`src/rtl/flexbex_ibex_pkg.sv`:
```
// flexbex_ibex_pkg: shared types for the flexbex ibex core
package flexbex_ibex_pkg;

    typedef enum logic [1:0] {
        EMPTY = 2'd0,
        HOLD  = 2'd1,
        SKIP  = 2'd2
    } aligner_state_e;

endpackage

```
`src/rtl/flexbex_ibex_instr_aligner.sv`:
```
// flexbex_ibex_instr_aligner: turns word-aligned fetch words into one bit-0-aligned instruction per handshake
module flexbex_ibex_instr_aligner
    import flexbex_ibex_pkg::*;
(
    input  logic        clk_i,
    input  logic        rst_ni,
    input  logic        clear_i,
    input  logic [31:0] branch_addr_i,
    input  logic        fetch_valid_i,
    output logic        fetch_ready_o,
    input  logic [31:0] fetch_rdata_i,
    input  logic [31:0] fetch_addr_i,
    input  logic        fetch_err_i,
    output logic        instr_valid_o,
    input  logic        instr_ready_i,
    output logic [31:0] instr_rdata_o,
    output logic [31:0] instr_addr_o,
    output logic        instr_is_compressed_o,
    output logic        instr_err_o
);

    aligner_state_e state_q, state_d;
    logic [15:0]    hold_q, hold_d;
    logic [31:0]    hold_addr_q, hold_addr_d;
    logic           hold_err_q, hold_err_d;
    logic           hold_short;
    logic           unused_bits;

    // an errored upper halfword is retired alone so a bad word never pulls in another fetch
    assign hold_short            = (hold_q[1:0] != 2'b11) || hold_err_q;
    assign instr_is_compressed_o = instr_rdata_o[1:0] != 2'b11;
    assign unused_bits           = ^{fetch_addr_i[1:0], branch_addr_i[31:2], branch_addr_i[0]};

    // output selection, word consumption and next state; every consumed word refills hold with its upper half
    always_comb begin
        state_d       = state_q;
        hold_d        = hold_q;
        hold_addr_d   = hold_addr_q;
        hold_err_d    = hold_err_q;
        instr_valid_o = 1'b0;
        fetch_ready_o = 1'b0;
        instr_rdata_o = fetch_rdata_i;
        instr_addr_o  = {fetch_addr_i[31:2], 2'b00};
        instr_err_o   = fetch_err_i;
        unique case (state_q)
            EMPTY: begin
                instr_valid_o = fetch_valid_i;
                fetch_ready_o = fetch_valid_i && instr_ready_i;
                if (fetch_rdata_i[1:0] != 2'b11) begin
                    instr_rdata_o = {16'h0, fetch_rdata_i[15:0]};
                    if (fetch_ready_o) state_d = HOLD;
                end
            end
            HOLD: begin
                instr_addr_o = hold_addr_q;
                if (hold_short) begin
                    instr_valid_o = 1'b1;
                    instr_rdata_o = {16'h0, hold_q};
                    instr_err_o   = hold_err_q;
                    if (instr_ready_i) state_d = EMPTY;
                end else begin
                    instr_valid_o = fetch_valid_i;
                    instr_rdata_o = {fetch_rdata_i[15:0], hold_q};
                    instr_err_o   = hold_err_q || fetch_err_i;
                    fetch_ready_o = fetch_valid_i && instr_ready_i;
                end
            end
            SKIP: begin
                fetch_ready_o = fetch_valid_i;
                if (fetch_valid_i) state_d = HOLD;
            end
            default: state_d = EMPTY;
        endcase
        if (clear_i) begin
            instr_valid_o = 1'b0;
            fetch_ready_o = 1'b0;
            state_d       = branch_addr_i[1] ? SKIP : EMPTY;
        end
        if (!rst_ni) begin
            instr_valid_o = 1'b0;
            fetch_ready_o = 1'b0;
        end
        if (fetch_ready_o) begin
            hold_d      = fetch_rdata_i[31:16];
            hold_addr_d = {fetch_addr_i[31:2], 2'b10};
            hold_err_d  = fetch_err_i;
        end
    end

    // state and hold registers
    always_ff @(posedge clk_i) begin
        if (!rst_ni) begin
            state_q     <= EMPTY;
            hold_q      <= '0;
            hold_addr_q <= '0;
            hold_err_q  <= 1'b0;
        end else begin
            state_q     <= state_d;
            hold_q      <= hold_d;
            hold_addr_q <= hold_addr_d;
            hold_err_q  <= hold_err_d;
        end
    end

endmodule

```
`config.mk`:
```
export PLATFORM = sky130hd
export DESIGN_NAME = flexbex_ibex_instr_aligner
export DESIGN_NICKNAME = d
export VERILOG_FILES = /design/src/rtl/flexbex_ibex_pkg.sv /design/src/rtl/flexbex_ibex_instr_aligner.sv
export SDC_FILE = /design/constraint.sdc
export NUM_CORES = 1
export LEC_CHECK = 0
export BUFFER_PORTS_ARGS = -buffer_cell sky130_fd_sc_hd__buf_4
export CORE_MARGIN = 8
export CORE_UTILIZATION = 43
export DETAILED_ROUTE_END_ITERATION = 12
export PLACE_DENSITY = 0.81
export SKIP_LAST_GASP = 1
export SYNTH_ARGS = -nofsm -noshare
export SYNTH_HDL_FRONTEND = slang
export SYNTH_SLANG_ARGS = --single-unit
```
`constraint.sdc`:
```
create_clock -name clk_i -period 1.7 [get_ports clk_i]
set_input_delay 0.085 -clock clk_i [delete_from_list [all_inputs] [get_ports clk_i]]
set_output_delay 0.085 -clock clk_i [all_outputs]
set_load 0.05 [all_outputs]
```
# Word-level counts from Yosys, hierarchy flattened

Index checks and enable logic that the tools add are counted.

Register bits after elaboration: 50
Input bits: 102
Logic and storage cells: 41

Reduce and logical (&&, ||, !) cells: 5
Mux-type cells: 22
Equal/unequal tests: 10

Operator list:

| kind                 | number |
|---|---|
| $mux W32             | 3 |
| $pmux W32 S2         | 1 |
| $ne A3 B3 Y1 const B | 5 |
| $mux W2              | 7 |
| $mux W1              | 8 |
| $ne A2 B2 Y1 const B | 3 |
| $pmux W2 S3          | 1 |
| $reduce_and A5 Y1    | 1 |
| $pmux W1 S3          | 1 |
| $eq A2 B1 Y1 const B | 1 |
| $eq A2 B2 Y1 const B | 1 |
| $logic_not A2 Y1     | 1 |
| $logic_or A1 B1 Y1   | 2 |
| $pmux W1 S2          | 1 |
| $logic_and A1 B1 Y1  | 1 |

# Depth between registers and ports, before layout

Word-level depth: 6
Mapped depth: 7
Depth with buffers taken out: 3

# Worst setup path after synthesis

Ideal clock, no wire load.

Path type: reg2out
Start: reg state_q[0]
End: out instr_addr_o[27]
Setup slack: -434 ps
Data required time: 1,615 ps
Path buffers: 3
Arrival time: 2,049 ps
Stages on the path, launching flop included: 6
Cells stage by stage: dfxtp_1 -> nor2b_1 -> clkbuf_1 -> buf_2 -> clkbuf_1 -> o21ai_0

Cells in the longest elaborated chain, start to end: 2

Ends and longest elaborated chain:

| what                   | line                             | RTL |
|---|---|---|
| from (decl)            | flexbex_ibex_instr_aligner.sv:22 | `aligner_state_e state_q, state_d;` |
| from (signal assigned) | flexbex_ibex_instr_aligner.sv:98 | `state_q <= state_d;` |
| $eq A2 B1 Y1           | flexbex_ibex_instr_aligner.sv:45 | `unique case (state_q)` |
| $mux W32               | flexbex_ibex_instr_aligner.sv:45 |  |
| to (decl)              | flexbex_ibex_instr_aligner.sv:17 | `output logic [31:0] instr_addr_o,` |

Every way passes these cells.

# Final worst setup path

Start: reg state_q[0]
End: out instr_rdata_o[0]

Cells in the longest elaborated chain, start to end: 2
Elaborated cells on any way between the ends: 3
Classes of those cells: 1 x eq/ne; 1 x mux; 1 x reduce/logical

Ends and longest elaborated chain:

| what                                             | line                             | RTL |
|---|---|---|
| $eq A2 B1 Y1 or $logic_not A2 Y1 (tied branches) | flexbex_ibex_instr_aligner.sv:45 |  |
| $pmux W32 S2 *                                   | flexbex_ibex_instr_aligner.sv:45 |  |
| to (decl)                                        | flexbex_ibex_instr_aligner.sv:16 | `output logic [31:0] instr_rdata_o,` |

Mark *: on every way between the ends. The rest lies on a longest branch, timed or not.

==> flow_summary.ini <==
[pwr]
peakVddDrop_v = 0.000429
p_leak_nw = 2.35
powerDensity_nw_per_um2 = 695

[drt]
drc_errors = 0
wl_um = 8610
drt-initial-drc-count = 66
vias = 2886
antenna_left = 0
wire_per_inst_um = 14.7
vias_per_cell = 4.93
dr.pass1.iters = 4

[clock_tree]
clkTransAtPathRegs_ns = 0.08
cts_made_buffers = 5
cts_tree = yes
cts.sinks = 50
cts_root_buf = clkbuf_8
clock_latency_ns = 0.30
htreeDepth = 2
clockBufferDepth = 2

[floorplan]
chipWidth_um = 95.6
rows = 29
die_h_um = 95.6
start_util_pct = 43.6
dieArea_sq_um = 9130
num_io_pins = 170
coreArea_sq_um = 6240

[final_layout]
areaGrowthSynthToFinish_pct = 52.8
regArea_sq_um = 1000
final_util_pct = 66.6
antenna_cells = 0
final_area_sq_um = 4160
finalNetCount = 610
drive_above_1_share_pct = 34.6
multi_input_area_sq_um = 1470
fillCellCount = 533

[sta]
hold_slack_ns = 0.0376
hold_viol_final = 0
fin_crit_sh_pct = 99.4
skew_ns = 0.00542
setup_ws_ns = 0.0107
final.min_clock_period_ns = 1.69
maxSlewViolCount = 0
max_freq_mhz = 592
rsz0062_at_grt = true
finalSetupViolations = 0

[logic_synthesis]
synth_largest_area_cell = dfxtp_1
synth_compound_area_share_pct = 13.7
synth_flop_cell = dfxtp_1
ys_top_cells_by_area = dfxtp_1 (37%), nand2_1 (18%), mux2i_1 (17%)
synth_fa_ha_area_share_pct = 0
yosysWarnings = 0
synth_async_sr_flop_share_pct = 0
synth_xor_area_share_pct = 0
yosysUniqueCellTypes = 26
synth.avg_cell_area_sq_um = 7.32
synth_seq_area_share_pct = 36.8
netlist_top_cells_count = nand2_1 (128), dfxtp_1 (50), inv_1 (49), mux2i_1 (47), o21ai_0 (31)
syn_area_sq_um = 2720
yosys.area_share.simple_pct = 20.9
muxShareOfSynthArea_pct = 17.3
synth-edff-count = 0
yosysMostFrequentCell = nand2_1
synth_top_family_by_area = simple AND/OR/NAND/NOR gates
synth_fp_nets = 474
synth-seq-cells = 50
syn_inst = 372
synth_top_area_share_pct = 36.8

[run]
cap_violations = 0

[place]
dp_slack_ns = -0.197
numPortBuffers = 135
dp_hpwl_um = 6220
place_congestion = 0.836
placed_area_sq_um = 3850

[setup_path]
crit_path_end_kind = primary output
crit_path_start_kind = flip-flop
critical_path_class = reg2out
required_ns = 1.62
critical_path.cell_chain = buf_6 > nor2b_4 > buf_12 > buf_16 > nand2_1 > nand2_1 > buf_6
path_max_fanout = 31
slowest_delay_ns = 0.35
arrival_ns = 1.60
cp_slowest_cell = dfxtp_2

[grt]
grt_pass1_wl_um = 13100
grt_antenna_before_repair = 0
grt_pass1_vias = 2910
grt_max_degree = 32
grt_overflow = 0
gr-usage-all-layers_pct = 17.8

[hold_path]
hold_path_class = in2reg

[status]
outcome = completed
## sequential cells by signal, indices dropped and copies added (netlist names)
signal	flops
state_q	2
hold_addr_q	31
hold_q	16
hold_err_q	1
## per-layer routing
metal,routed length [um],vias up,part of all wire [%],track usage [%]
met4,86,0,1.0,4.74
li1,-,1448,-,-
met2,4450,84,52,33.5
met3,836,7,9.7,6.06
met1,3240,1347,38,18.3
met5,0,-,0,0
## worst paths after layout
| check | cells after the start | endpoint | start | slack (ns) |
|---|---|---|---|---|
| worst max-delay path | 7 | instr_rdata_o[0] | state_q[0] | 0.01 |
| worst min-delay path | 3 | hold_q[2] | fetch_rdata_i[18] | 0.04 |
| worst max register to register | 5 | hold_addr_q[18] | hold_err_q | 0.06 |
| worst min register to register | 2 | hold_addr_q[1] | hold_addr_q[1] | 0.46 |
## layout by cell type, fill, tap and decap left out, types with 5 or more instances in the layout
cell and instances:
dfxtp_1 47, o21ai_2 7, clkbuf_8 5, mux2i_1 47
a22o_1 16, inv_1 49, o21ai_0 14, buf_4 125
nand2_1 128, buf_6 24, o21ai_1 10
## final cells by class
class,count,share of cell area (%)
clock buffer,7,1.84
inverter,49,4.42
multi-input combinational,247,35.3
sequential,50,24.2
tap,77,2.32
timing repair buffer,155,32.0
## cell families (layout without fill, tap and decap cells)
family                 Yosys count  after routing
AO/OA/AOI/OAI                   58             58
buffers and inverters           75            211
flip-flops                      50             50
multiplexers                    47             47
other                            1              1
AND/OR/NAND/NOR                141            141
## power breakdown
group	internal (mW)	total, mW	leakage [nW]	switching (mW)
logic	0.379	0.998	1.91	0.619
registers	1.22	1.24	0.408	0.0255
clock network	0.284	0.648	0.0383	0.364
total	1.88	2.89	2.35	1.01
## per-stage QoR
| stage | setup TNS, ns | power (mW) | cells |
|---|---|---|---|
| final | 0 | 2.89 | 585 |
| after global routing | -0.702 | 3.02 | 585 |
| after CTS | -0.265 | 2.89 | 583 |
| after detailed placement | -2.87 | 2.22 | 572 |
| after global placement | -1.52 | 2.20 | 572 |
| after floorplan | -5.49 | 1.86 | 372 |
## timing repair
item	CTS	global route
hold buffers	0	0
setup endpoints to repair	40	64
pin swaps	1	1
cloned	2	0
gates resized for setup	11	40
buffers inserted	2	4
## worst max-delay path, delay by kind of cell, from the launching register on
| kind | cells | cell delay (ns) |
|---|---|---|
| buf+inv | 4 | 0.62 |
| flops | 1 | 0.35 |
| simple gates | 3 | 0.35 |
Power figures use the tool's default switching activity.
